File: src/rtl/tlul_pkg.sv
// Shared TL-UL definitions: channel opcodes and the master bridge state encoding.
package tlul_pkg;

  localparam logic [2:0] OP_Get            = 3'd4;
  localparam logic [2:0] OP_PutFullData    = 3'd0;
  localparam logic [2:0] OP_PutPartialData = 3'd1;
  localparam logic [2:0] OP_AccessAck      = 3'd0;
  localparam logic [2:0] OP_AccessAckData  = 3'd1;

  typedef enum logic [1:0] {
    IDLE  = 2'd0,
    AREQ  = 2'd1,
    DWAIT = 2'd2,
    RSP   = 2'd3
  } tlul_mst_state_t;

endpackage

File: src/rtl/tlul_master_bridge_if.sv
// Command/response side plus TL-UL channels A and D of the master bridge, bundled as one interface.
interface tlul_master_bridge_if #(
  parameter int W = 8,
  parameter int A = 32,
  parameter int Z = 4,
  parameter int O = 5,
  parameter int I = 5
);
  logic           req_valid;
  logic           req_ready;
  logic           req_write;
  logic [A-1:0]   req_addr;
  logic [Z-1:0]   req_size;
  logic [8*W-1:0] req_wdata;
  logic           rsp_valid;
  logic           rsp_ready;
  logic [8*W-1:0] rsp_rdata;
  logic           rsp_error;

  logic [2:0]     a_opcode;
  logic [2:0]     a_param;
  logic [Z-1:0]   a_size;
  logic [O-1:0]   a_source;
  logic [A-1:0]   a_address;
  logic [W-1:0]   a_mask;
  logic [8*W-1:0] a_data;
  logic           a_valid;
  logic           a_ready;

  logic [2:0]     d_opcode;
  logic [1:0]     d_param;
  logic [Z-1:0]   d_size;
  logic [O-1:0]   d_source;
  logic [I-1:0]   d_sink;
  logic [8*W-1:0] d_data;
  logic           d_error;
  logic           d_valid;
  logic           d_ready;

  modport master (
    input  req_valid, req_write, req_addr, req_size, req_wdata, rsp_ready, a_ready,
           d_opcode, d_param, d_size, d_source, d_sink, d_data, d_error, d_valid,
    output req_ready, rsp_valid, rsp_rdata, rsp_error,
           a_opcode, a_param, a_size, a_source, a_address, a_mask, a_data, a_valid, d_ready
  );

  modport slave (
    output req_valid, req_write, req_addr, req_size, req_wdata, rsp_ready, a_ready,
           d_opcode, d_param, d_size, d_source, d_sink, d_data, d_error, d_valid,
    input  req_ready, rsp_valid, rsp_rdata, rsp_error,
           a_opcode, a_param, a_size, a_source, a_address, a_mask, a_data, a_valid, d_ready
  );

endinterface

File: src/rtl/tlul_lane_mask.sv
// Byte-lane helper: byte mask for (size, offset), write data shifted up to the lane,
// and read data shifted down from the lane with bytes beyond 2^size cleared.
module tlul_lane_mask #(
  parameter  int W  = 8,
  parameter  int Z  = 4,
  localparam int LW = $clog2(W)
) (
  input  logic [Z-1:0]   size_i,
  input  logic [LW-1:0]  off_i,
  input  logic [8*W-1:0] up_i,
  input  logic [8*W-1:0] down_i,
  output logic [W-1:0]   mask_o,
  output logic [8*W-1:0] up_o,
  output logic [8*W-1:0] down_o
);

  logic [8*W-1:0] down_shift_s;

  assign up_o         = up_i << {off_i, 3'b000};
  assign down_shift_s = down_i >> {off_i, 3'b000};

  always_comb begin
    int span;
    mask_o = '0;
    down_o = '0;
    span   = 32'sd1 << size_i;
    for (int i = 0; i < W; i++) begin
      mask_o[i]        = (i >= int'(off_i)) && (i < int'(off_i) + span);
      down_o[8*i +: 8] = (i < span) ? down_shift_s[8*i +: 8] : 8'h00;
    end
  end

endmodule

File: src/rtl/tlul_master_bridge.sv
// Single-outstanding TL-UL master: one command becomes one A beat, the D beat becomes the response.
// Optional D-wait timeout is built when TLUL_MASTER_TIMEOUT_EN is defined.
module tlul_master_bridge
  import tlul_pkg::*;
#(
  parameter int W         = 8,
  parameter int A         = 32,
  parameter int Z         = 4,
  parameter int O         = 5,
  parameter int I         = 5,
  parameter int SOURCE_ID = 0,
  parameter int TIMEOUT   = 255
) (
  input logic                CLK,
  input logic                RESET,
  tlul_master_bridge_if.master bus
);

  localparam int LW = $clog2(W);
  localparam int DW = 8 * W;

  tlul_mst_state_t state_q, state_d;
  logic          req_ready_q, req_ready_d;
  logic          rsp_valid_q, rsp_valid_d;
  logic          rsp_error_q, rsp_error_d;
  logic [DW-1:0] rsp_rdata_q, rsp_rdata_d;
  logic          a_valid_q, a_valid_d;
  logic [2:0]    a_opcode_q, a_opcode_d;
  logic [Z-1:0]  a_size_q, a_size_d;
  logic [O-1:0]  a_source_q, a_source_d;
  logic [A-1:0]  a_address_q, a_address_d;
  logic [W-1:0]  a_mask_q, a_mask_d;
  logic [DW-1:0] a_data_q, a_data_d;
  logic          d_ready_q, d_ready_d;

  logic [Z-1:0]  lm_size_s;
  logic [LW-1:0] lm_off_s;
  logic [W-1:0]  lm_mask_s;
  logic [DW-1:0] lm_up_s, lm_down_s;
  logic          a_fire_s, d_fire_s, discard_s, illegal_s, is_get_s, d_bad_s;
  logic [DW-1:0] d_rdata_s;
  logic          unused_d;

  assign unused_d = ^{bus.d_param, bus.d_sink};

  // The lane helper serves the incoming command in IDLE and the stored A beat afterwards.
  assign lm_size_s = (state_q == IDLE) ? bus.req_size : a_size_q;
  assign lm_off_s  = (state_q == IDLE) ? bus.req_addr[LW-1:0] : a_address_q[LW-1:0];

  tlul_lane_mask #(.W(W), .Z(Z)) u_lane (
    .size_i (lm_size_s),
    .off_i  (lm_off_s),
    .up_i   (bus.req_wdata),
    .down_i (bus.d_data),
    .mask_o (lm_mask_s),
    .up_o   (lm_up_s),
    .down_o (lm_down_s)
  );

  assign illegal_s = (bus.req_size > Z'(LW)) ||
                     (|(bus.req_addr[LW-1:0] & ~({LW{1'b1}} << bus.req_size)));
  assign is_get_s  = (a_opcode_q == OP_Get);
  assign d_bad_s   = bus.d_error ||
                     (bus.d_opcode != (is_get_s ? OP_AccessAckData : OP_AccessAck)) ||
                     (bus.d_source != O'(SOURCE_ID)) ||
                     (bus.d_size != a_size_q);
  assign d_rdata_s = is_get_s ? lm_down_s : '0;
  assign a_fire_s  = a_valid_q && bus.a_ready;
  assign d_fire_s  = d_ready_q && bus.d_valid && !discard_s;

`ifdef TLUL_MASTER_TIMEOUT_EN
  localparam int CW = ($clog2(TIMEOUT + 1) > 8) ? $clog2(TIMEOUT + 1) : 8;
  logic [CW-1:0] cnt_q, cnt_d;
  logic          stale_q, stale_d;

  // After a timeout, one late D beat with a foreign source is swallowed instead of completing.
  assign discard_s = stale_q && d_ready_q && bus.d_valid && (bus.d_source != O'(SOURCE_ID));

  always_ff @(posedge CLK or negedge RESET) begin
    if (!RESET) begin
      cnt_q   <= '0;
      stale_q <= 1'b0;
    end else begin
      cnt_q   <= cnt_d;
      stale_q <= stale_d;
    end
  end
`else
  localparam int unused_timeout = TIMEOUT;
  assign discard_s = 1'b0;
`endif

  always_comb begin
    state_d     = state_q;
    rsp_error_d = rsp_error_q;
    rsp_rdata_d = rsp_rdata_q;
    a_valid_d   = a_valid_q;
    a_opcode_d  = a_opcode_q;
    a_size_d    = a_size_q;
    a_source_d  = a_source_q;
    a_address_d = a_address_q;
    a_mask_d    = a_mask_q;
    a_data_d    = a_data_q;
`ifdef TLUL_MASTER_TIMEOUT_EN
    cnt_d   = cnt_q;
    stale_d = discard_s ? 1'b0 : stale_q;
`endif
    case (state_q)
      IDLE: begin
        if (bus.req_valid && req_ready_q) begin
          if (illegal_s) begin
            state_d     = RSP;
            rsp_error_d = 1'b1;
            rsp_rdata_d = '0;
          end else begin
            state_d     = AREQ;
            a_valid_d   = 1'b1;
            a_opcode_d  = !bus.req_write ? OP_Get :
                          (bus.req_size == Z'(LW)) ? OP_PutFullData : OP_PutPartialData;
            a_size_d    = bus.req_size;
            a_source_d  = O'(SOURCE_ID);
            a_address_d = bus.req_addr;
            a_mask_d    = lm_mask_s;
            a_data_d    = lm_up_s;
          end
        end else begin
          state_d = IDLE;
        end
      end
      AREQ: begin
        if (d_fire_s) begin
          // A D beat before our A beat was accepted cannot belong to this request.
          state_d     = RSP;
          a_valid_d   = 1'b0;
          rsp_error_d = a_fire_s ? d_bad_s : 1'b1;
          rsp_rdata_d = a_fire_s ? d_rdata_s : '0;
        end else if (a_fire_s) begin
          state_d   = DWAIT;
          a_valid_d = 1'b0;
`ifdef TLUL_MASTER_TIMEOUT_EN
          cnt_d = '0;
`endif
        end else begin
          state_d = AREQ;
        end
      end
      DWAIT: begin
        if (d_fire_s) begin
          state_d     = RSP;
          rsp_error_d = d_bad_s;
          rsp_rdata_d = d_rdata_s;
        end else begin
          state_d = DWAIT;
`ifdef TLUL_MASTER_TIMEOUT_EN
          if (cnt_q == CW'(TIMEOUT)) begin
            state_d     = RSP;
            rsp_error_d = 1'b1;
            rsp_rdata_d = '0;
            stale_d     = 1'b1;
          end else begin
            cnt_d = cnt_q + CW'(1);
          end
`endif
        end
      end
      RSP: begin
        if (bus.rsp_ready) begin
          state_d     = IDLE;
          rsp_error_d = 1'b0;
          rsp_rdata_d = '0;
        end else begin
          state_d = RSP;
        end
      end
      default: state_d = IDLE;
    endcase
    req_ready_d = (state_d == IDLE);
    rsp_valid_d = (state_d == RSP);
    d_ready_d   = (state_d == AREQ) || (state_d == DWAIT);
  end

  always_ff @(posedge CLK or negedge RESET) begin
    if (!RESET) begin
      state_q     <= IDLE;
      req_ready_q <= 1'b0;
      rsp_valid_q <= 1'b0;
      rsp_error_q <= 1'b0;
      rsp_rdata_q <= '0;
      a_valid_q   <= 1'b0;
      a_opcode_q  <= 3'd0;
      a_size_q    <= '0;
      a_source_q  <= '0;
      a_address_q <= '0;
      a_mask_q    <= '0;
      a_data_q    <= '0;
      d_ready_q   <= 1'b0;
    end else begin
      state_q     <= state_d;
      req_ready_q <= req_ready_d;
      rsp_valid_q <= rsp_valid_d;
      rsp_error_q <= rsp_error_d;
      rsp_rdata_q <= rsp_rdata_d;
      a_valid_q   <= a_valid_d;
      a_opcode_q  <= a_opcode_d;
      a_size_q    <= a_size_d;
      a_source_q  <= a_source_d;
      a_address_q <= a_address_d;
      a_mask_q    <= a_mask_d;
      a_data_q    <= a_data_d;
      d_ready_q   <= d_ready_d;
    end
  end

  assign bus.req_ready = req_ready_q;
  assign bus.rsp_valid = rsp_valid_q;
  assign bus.rsp_error = rsp_error_q;
  assign bus.rsp_rdata = rsp_rdata_q;
  assign bus.a_valid   = a_valid_q;
  assign bus.a_opcode  = a_opcode_q;
  assign bus.a_param   = 3'b000;
  assign bus.a_size    = a_size_q;
  assign bus.a_source  = a_source_q;
  assign bus.a_address = a_address_q;
  assign bus.a_mask    = a_mask_q;
  assign bus.a_data    = a_data_q;
  assign bus.d_ready   = d_ready_q;

endmodule

File: src/flat_wrapper.sv
// flat-port wrapper written by rule: the top's interface ports become plain ports
module tlul_master_bridge_flat import tlul_pkg::*;
#(
  parameter int W         = 8,
  parameter int A         = 32,
  parameter int Z         = 4,
  parameter int O         = 5,
  parameter int I         = 5,
  parameter int SOURCE_ID = 0,
  parameter int TIMEOUT   = 255
)
  (CLK, RESET, bus_req_valid, bus_req_write, bus_req_addr, bus_req_size, bus_req_wdata, bus_rsp_ready, bus_a_ready, bus_d_opcode, bus_d_param, bus_d_size, bus_d_source, bus_d_sink, bus_d_data, bus_d_error, bus_d_valid, bus_req_ready, bus_rsp_valid, bus_rsp_rdata, bus_rsp_error, bus_a_opcode, bus_a_param, bus_a_size, bus_a_source, bus_a_address, bus_a_mask, bus_a_data, bus_a_valid, bus_d_ready);
  tlul_master_bridge_if #(.W(W), .A(A), .Z(Z), .O(O), .I(I)) bus_i ();
  input logic CLK;
  input logic RESET;
  input wire logic [$bits(bus_i.req_valid)-1:0] bus_req_valid;
  input wire logic [$bits(bus_i.req_write)-1:0] bus_req_write;
  input wire logic [$bits(bus_i.req_addr)-1:0] bus_req_addr;
  input wire logic [$bits(bus_i.req_size)-1:0] bus_req_size;
  input wire logic [$bits(bus_i.req_wdata)-1:0] bus_req_wdata;
  input wire logic [$bits(bus_i.rsp_ready)-1:0] bus_rsp_ready;
  input wire logic [$bits(bus_i.a_ready)-1:0] bus_a_ready;
  input wire logic [$bits(bus_i.d_opcode)-1:0] bus_d_opcode;
  input wire logic [$bits(bus_i.d_param)-1:0] bus_d_param;
  input wire logic [$bits(bus_i.d_size)-1:0] bus_d_size;
  input wire logic [$bits(bus_i.d_source)-1:0] bus_d_source;
  input wire logic [$bits(bus_i.d_sink)-1:0] bus_d_sink;
  input wire logic [$bits(bus_i.d_data)-1:0] bus_d_data;
  input wire logic [$bits(bus_i.d_error)-1:0] bus_d_error;
  input wire logic [$bits(bus_i.d_valid)-1:0] bus_d_valid;
  output wire logic [$bits(bus_i.req_ready)-1:0] bus_req_ready;
  output wire logic [$bits(bus_i.rsp_valid)-1:0] bus_rsp_valid;
  output wire logic [$bits(bus_i.rsp_rdata)-1:0] bus_rsp_rdata;
  output wire logic [$bits(bus_i.rsp_error)-1:0] bus_rsp_error;
  output wire logic [$bits(bus_i.a_opcode)-1:0] bus_a_opcode;
  output wire logic [$bits(bus_i.a_param)-1:0] bus_a_param;
  output wire logic [$bits(bus_i.a_size)-1:0] bus_a_size;
  output wire logic [$bits(bus_i.a_source)-1:0] bus_a_source;
  output wire logic [$bits(bus_i.a_address)-1:0] bus_a_address;
  output wire logic [$bits(bus_i.a_mask)-1:0] bus_a_mask;
  output wire logic [$bits(bus_i.a_data)-1:0] bus_a_data;
  output wire logic [$bits(bus_i.a_valid)-1:0] bus_a_valid;
  output wire logic [$bits(bus_i.d_ready)-1:0] bus_d_ready;
  assign bus_i.req_valid = bus_req_valid;
  assign bus_i.req_write = bus_req_write;
  assign bus_i.req_addr = bus_req_addr;
  assign bus_i.req_size = bus_req_size;
  assign bus_i.req_wdata = bus_req_wdata;
  assign bus_i.rsp_ready = bus_rsp_ready;
  assign bus_i.a_ready = bus_a_ready;
  assign bus_i.d_opcode = bus_d_opcode;
  assign bus_i.d_param = bus_d_param;
  assign bus_i.d_size = bus_d_size;
  assign bus_i.d_source = bus_d_source;
  assign bus_i.d_sink = bus_d_sink;
  assign bus_i.d_data = bus_d_data;
  assign bus_i.d_error = bus_d_error;
  assign bus_i.d_valid = bus_d_valid;
  assign bus_req_ready = bus_i.req_ready;
  assign bus_rsp_valid = bus_i.rsp_valid;
  assign bus_rsp_rdata = bus_i.rsp_rdata;
  assign bus_rsp_error = bus_i.rsp_error;
  assign bus_a_opcode = bus_i.a_opcode;
  assign bus_a_param = bus_i.a_param;
  assign bus_a_size = bus_i.a_size;
  assign bus_a_source = bus_i.a_source;
  assign bus_a_address = bus_i.a_address;
  assign bus_a_mask = bus_i.a_mask;
  assign bus_a_data = bus_i.a_data;
  assign bus_a_valid = bus_i.a_valid;
  assign bus_d_ready = bus_i.d_ready;
  tlul_master_bridge #(.W(W), .A(A), .Z(Z), .O(O), .I(I), .SOURCE_ID(SOURCE_ID), .TIMEOUT(TIMEOUT)) u_core (.CLK(CLK), .RESET(RESET), .bus(bus_i));
endmodule
File: config.mk
export PLATFORM = sky130hd
export DESIGN_NAME = tlul_master_bridge_flat
export DESIGN_NICKNAME = d
export VERILOG_FILES = /design/src/rtl/tlul_pkg.sv /design/src/rtl/tlul_master_bridge_if.sv /design/src/rtl/tlul_lane_mask.sv /design/src/rtl/tlul_master_bridge.sv /design/src/flat_wrapper.sv
export SDC_FILE = /design/constraint.sdc
export NUM_CORES = 1
export LEC_CHECK = 0
export BUFFER_PORTS_ARGS = -buffer_cell sky130_fd_sc_hd__buf_2
export CAP_MARGIN = 20
export CORE_AREA = 2 2 146 148
export CTS_BUF_LIST = sky130_fd_sc_hd__clkbuf_8
export DETAILED_ROUTE_END_ITERATION = 8
export DIE_AREA = 0 0 148 150
export GPL_TIMING_DRIVEN = 0
export PLACE_DENSITY = 0.79
export SLEW_MARGIN = 20
export SYNTH_ARGS = -nofsm -noshare
export SYNTH_HDL_FRONTEND = slang
export SYNTH_SLANG_ARGS = --single-unit
File: constraint.sdc
create_clock -name CLK -period 8.8 [get_ports CLK]
set_input_delay 0.88 -clock CLK [delete_from_list [all_inputs] [get_ports CLK]]
set_output_delay 0.88 -clock CLK [all_outputs]
set_load 0.03 [all_outputs]
* Word level (Yosys, flattened, before mapping)
Cells that the tools add are included.
Storage, ports and cells: word-level logic and storage cells 124, bits in writable memories 0, memories kept 0, output and inout bits 188, memory bits (read-only) 0, bits of input ports 191, bits in latches 0, flip-flop bits (word level) 182
Cells by class: shift-type cells 4, bitwise operators 3, add/sub/neg operators 1, div/mod/pow operators 0, eq/ne operators 17, muxes and demuxes 40, multipliers 0, reductions and logical operators 23, magnitude comparators 24
Operators with widths (count):
- $mux W64 | 7
- $lt A4 B32 Y1 const A | 8
- $pmux W64 S4 | 1
- $lt A3 B32 Y1 const A | 4
- $lt A1 B32 Y1 const A | 2
- $lt A2 B32 Y1 const A | 2
- $mux W8 | 8
- $shl A64 B6 Y64 | 1
- $shr A64 B6 Y64 | 1
- $add A4 B32 Y32 | 1
- $shl A1 B4 Y32 const A | 1
- $mux W1 | 13
- $logic_and A1 B1 Y1 | 10
- $mux W2 | 5
- $ge A3 B3 Y1 const A | 3
- $eq A2 B2 Y1 const B | 4
- $pmux W2 S4 | 1
- $ge A1 B3 Y1 const A | 2
- $ge A2 B3 Y1 const A | 2
- $mux W3 | 2
- $ne A2 B1 Y1 const B | 3
- $ne A2 B2 Y1 const B | 3
- $logic_or A1 B1 Y1 | 5
- $reduce_and A5 Y1 | 1
- other kinds (20) | 22

* Longest topological paths before layout
word-level depth 10, mapped depth 15, depth with buffers taken out 13

* Hierarchy
Synthesis repeated with hierarchy kept, for this count alone.
Unflattened totals: cells, all modules 1090, area total of the unflattened synthesis 11282.1 µm²
Modules (own cells, without submodules):
- tlul_master_bridge | area each 7526.0 µm², cells an instance 533, times used 1, seq. area each 4529.3 µm²
- tlul_lane_mask | area each 3756.1 µm², cells an instance 557, times used 1, seq. area each 0.0 µm²

* Worst setup path before layout
Ideal clock, no wire load.
kind input-to-reg, start in bus_req_addr[0], end reg u_core.a_mask_q[2] (netlist: u_core.bus.a_mask[2]), buffers on the path 3, library setup time 141 ps, data required time 8659 ps, stages on the path 12, arrival time 3120 ps, slack 5539 ps, cell sequence mux2i_2 > inv_1 > buf_2 > buf_1 > clkbuf_1 > ha_1 > ha_1 > a21oi_1 > a21oi_1 > a211o_1 > mux2i_4 > a31oi_1
Between the ends: word-level cells in the longest chain between the ends 5, elaborated cells on any way between the ends 10, classes of those cells add/sub: 1; order compare: 2; mux: 1; bitwise: 2; reduce/logical: 4
Ends and longest elaborated chain:
- from (decl) | RTL line flat_wrapper.sv:18 | input wire logic [$bits(bus_i.req_addr)-1:0] bus_req_addr;
- parallel branches: the longest is 5 deep, another holds $add A4 B32 Y32
- to (signal assigned) | RTL line tlul_master_bridge.sv:208 | a_mask_q <= a_mask_d;
- to (decl) | RTL line tlul_master_bridge.sv:32 | logic [W-1:0] a_mask_q, a_mask_d;
Several ways; the timed one is not identified. A chain may end at the register's enable or synchronous reset.

* Final worst setup path
start reg u_core.state_q[0], end reg u_core.a_mask_q[6] (netlist: u_core.bus.a_mask[6])
Between the ends: word-level cells in the longest chain between the ends 6, elaborated cells on any way between the ends 9, classes of those cells add/sub: 1; order compare: 2; shift: 1; mux: 2; reduce/logical: 3
Ends and longest elaborated chain:
- from (decl) | RTL line tlul_master_bridge.sv:22 | tlul_mst_state_t state_q, state_d;
- from (signal assigned) | RTL line tlul_master_bridge.sv:198 | state_q <= state_d;
- $logic_not A2 Y1 (*) | RTL line tlul_master_bridge.sv:47, tlul_master_bridge.sv:48, tlul_master_bridge.sv:108
- $mux W4 | RTL line tlul_master_bridge.sv:47 | assign lm_size_s = (state_q == IDLE) ? bus.req_size : a_size_q;
- $shl A1 B4 Y32 | RTL line tlul_lane_mask.sv:26 | span = 32'sd1 << size_i;
- $add A4 B32 Y32 | RTL line tlul_lane_mask.sv:28 | mask_o[i] = (i >= int'(off_i)) && (i < int'(off_i) + span);
- $lt A4 B32 Y1 | RTL line tlul_lane_mask.sv:28
- $logic_and A1 B1 Y1 | RTL line tlul_lane_mask.sv:28
Mark *: on every way between the ends. The rest lies on a longest branch, timed or not.

==> key figures <==
Setup path
  – Setup crit start: u_core.state_q[0]
  – CP Depth: 14
  – Worst Path Max Fanout: 11
  – CP Capture Type: register
  – Register-to-Register Path Depth: 14
  – Slowest-stage cell, CP: mux2i_1
  – Crit path cell chain: inv_1 -> ha_1 -> buf_4 -> buf_4 -> mux2i_1 -> inv_1 -> clkbuf_1 -> buf_1 -> ha_1 -> a21oi_1 -> a21oi_1 -> a211o_1 -> mux2i_4 -> a31oi_1
  – Crit path to: u_core.bus.a_mask[6]
  – Reg2Reg Launch Point: u_core.state_q[0]
  – Worst r2r dst: u_core.bus.a_mask[6]
  – CP peak stage delay: 0.67 ns
  – CP Buf/Inv Count: 6
  – Reg2Reg Setup Slack: 4.59 ns
  – CP delay by family, top: buffers and inverters
  – Worst EP required: 9.12 ns
  – CP startpoint kind: register
  – Crit path kind: register to register
  – Worst Path Arrival: 4.53 ns

Layout
  – Layout area overhead: 26.5%
  – Final #Nets: about 1.8k
  – Fraction of layout cells with a size suffix above 1: between 20% and 30%
  – Area of the multi-input gates: around 5000 um2
  – FF/Latch Area: 4530 um2
  – Post-layout instance area: 12600 um2
  – Fin util: 61.0%
  – Filler cell count: 1900

Global routing
  – Largest net degree at the start of global routing: 95
  – Grt ovf: 0
  – Global-route wire length before repair: 58900 um
  – Initial antenna violation count: 5
  – Vias in the first global route: between 10k and 15k
  – Total GRT Usage: 35.2%

Synth
  – Area contributors post-synth: dfrtp_1 45%, nand2_1 14%, mux2i_1 9.1%, a22o_1 4.2%, o21ai_0 3.2%
  – Syn_area_per_cell: 8.55 um2
  – Post-synth EDFFs: 0
  – Synth Warn #: 0
  – Seq/Total Area, Yosys: 45.4%
  – Synth area leader: dfrtp_1
  – Flop and latch count out of synthesis: 181
  – Synth unique cells: 54
  – FFs w/ async S/R, synth: 100%
  – Synth Flop Type: dfrtp_1
  – Post-Syn Instances: about 1.2k
  – Synth Cell Area: 9980 um2
  – Yosys top cell area share: 45.4%

Hold path
  – Worst min path class: input port to asynchronous set/reset pin

STA
  – FMAX: 0.237 GHz
  – Worst Max-Slew Pin Slew: roughly 0.87 ns
  – Aggregate negative setup slack: 0 ns
  – Fin. max-slew vios: 0
  – Rel. slew slack: 42.2%
  – Clk_skew: around 0.015 ns
  – Setup violators final: 0
  – Final worst path period share: 47.9%
  – Unrepaired setup endpoints after global routing: no
  – Fin. Hold Viols: 0
  – Crit path time final: 4.21 ns
  – Setup ws final: around 4.6 ns

Routing
  – DR vias: roughly 11k
  – DRC viols: 0
  – Met2 WL: 18200 um
  – Final ANT Viol Nets: 0
  – WL per Instance: 21.8 um
  – 1st-pass router iterations: 6
  – Drt first-iter violations: 1280
  – M1 WL: roughly 16000 um
  – Via density: 5.92
  – Met3 wire len: 4520 um
  – Routed wire length: 40300 um
  – DR top layer: met5

Status
  – Status: finished, final reports clean

Placement
  – Routability Congestion: about 1
  – Placed inst area: 12200 um2
  – Pre-CTS setup slack: approximately 4.6 ns
  – Port Buf Inserts: 362
  – Hpwl dp: 31300 um

Clock network
  – Setup bufs post-CTS: 0
  – Longest Clk Path Bufs: 2
  – Hold_buf cts: 0
  – TritonCTS clock tree: built
  – Root Buffer: clkbuf_8
  – H-Tree Depth: 4
  – CTS Sinks: 181
  – Worst skew pair latency: 0.48 ns
  – Num CTS Buffers: 17
  – Clk slew on worst S/H paths: around 0.1 ns
  – Post-cts resize count: 0

Die
  – Area of the core: roughly 21000 um2
  – Chip Width: 148 um
  – Initial Util: 48.2%
  – Io pins: 379
  – Die ar.: 22200 um2
  – Die Y-Extent: 150 um
  – Rows: 53

Power
  – Int Power: 0.00222 W
  – Max VDD drop: between 150 and 200 uV
  – Seq pwr share: 25.2%
  – Leakage power: 6.87 nW
  – Sw Share: between 50% and 60%
  – Combinational power share: between 60% and 70%
  – Psw: 0.00267 W
  – PwrDens: approximately 390 nW/um2
  – Clock power frac: 12.3%

Flow run
  – Max-cap violations: 0
-- cells in the mapped netlist, types with 2 or more instances --
cell        n
nand2_1   366
dfrtp_1   181
mux2i_1    91
nor2_1     69
o21ai_0    63
clkbuf_1   59
a22o_1     48
a31oi_1    46
a21oi_1    37
nand3_1    37
and3_1     24
buf_2      20
o31ai_1    17
buf_4      12
a211oi_1   10
ha_1       10
a221oi_1    8
a32oi_1     8
inv_1       6
xnor2_1     6
and2_1      5
buf_1       4
nor2_2      3
a211o_1     2
a21o_1      2
mux2_2      2
mux2i_2     2
nand4_1     2
nor2b_1     2
nor4_1      2
-- routing by layer --
| metal | vias up | track usage, % |
|---|---|---|
| li1 | 4832 | - |
| met1 | 5159 | 45.7 |
| met2 | 802 | 55.6 |
| met3 | 158 | 9.82 |
| met4 | 4 | 15.0 |
| met5 | - | 0 |
-- final cells by class --
type | instances | area share, %
sequential | 181 | 35.9
buffer | 95 | 3.38
multi-input combinational | 894 | 39.8
tap | 275 | 2.72
antenna | 3 | 0.0594
clock inverter | 15 | 1.45
timing repair buffer | 363 | 14.6
inverter | 6 | 0.178
clock buffer | 17 | 1.85
-- cell families after synthesis --
kind of cell	after synthesis	share of synthesized area (%)
muxes	96	9.85
and+or+nand+nor	519	21.4
adders and majority gates	10	1.25
AOI/OAI and AO/OA	253	17.0
other	1	0.0376
DFF	181	45.4
buffers and inverters	101	4.50
xor gates and xnor gates	7	0.614
-- flip-flops by register name, summed over array words and instances (netlist names), 2 cells and up --
name	flops
u_core.bus.a_opcode	2
u_core.bus.rsp_rdata	64
u_core.bus.a_size	4
u_core.bus.a_data	64
u_core.bus.a_mask	8
u_core.state_q	2
u_core.bus.a_address	32
-- worst register-to-register path: cells and delay by family, from the launching register on --
| family | cells | cell delay [ns] |
|---|---|---|
| buf+inv | 6 | 1.46 |
| compound gates | 4 | 0.66 |
| flops | 1 | 0.42 |
| fa+ha+maj | 2 | 0.58 |
| mux | 2 | 0.94 |
-- worst min path at each step --
| stage | to | slack (ns) | depth (start not counted) |
|---|---|---|---|
| finish | u_core.bus.a_address[25] | 0.36 | 1 |
| global route | u_core.bus.a_address[25] | 0.41 | 1 |
| CTS | u_core.bus.a_address[25] | 0.40 | 1 |
| detailed placement | u_core.bus.a_address[26] | 0.46 | 2 |
| global placement | u_core.bus.a_address[22] | 0.45 | 2 |
| floorplan | u_core.bus.a_address[0] | 0.58 | 0 |
-- metrics by stage --
step           instances  total power, W  hold WS [ns]
6_report            1849         0.00489         0.357
4_1_cts             1846         0.00482         0.401
3_5_place_dp        1814         0.00421         0.463
3_3_place_gp        1813         0.00417         0.453
2_1_floorplan       1176         0.00322         0.584
5_1_grt             1847         0.00514         0.406
-- cell usage in the layout (no fill, tap or decap), types with 37 or more instances in the layout --
cell type	netlist	final
o21ai_0	63	63
mux2i_1	91	91
buf_2	20	381
a22o_1	48	48
nand3_1	37	37
dfrtp_1	181	181
nor2_1	69	69
nand2_1	366	366
a21oi_1	37	37
clkbuf_1	59	59
a31oi_1	46	46
-- power groups by stage --
stage / logic [W] / registers, W / clock network (W)
4_1_cts: 0.00298 / 0.00123 / 0.000612
5_1_grt: 0.00324 / 0.00126 / 0.000647
2_1_floorplan: 0.00152 / 0.00170 / 0
3_5_place_dp: 0.00297 / 0.00125 / 0
6_report: 0.00305 / 0.00123 / 0.000602
3_3_place_gp: 0.00293 / 0.00124 / 0
Power figures use the tool's default switching activity.
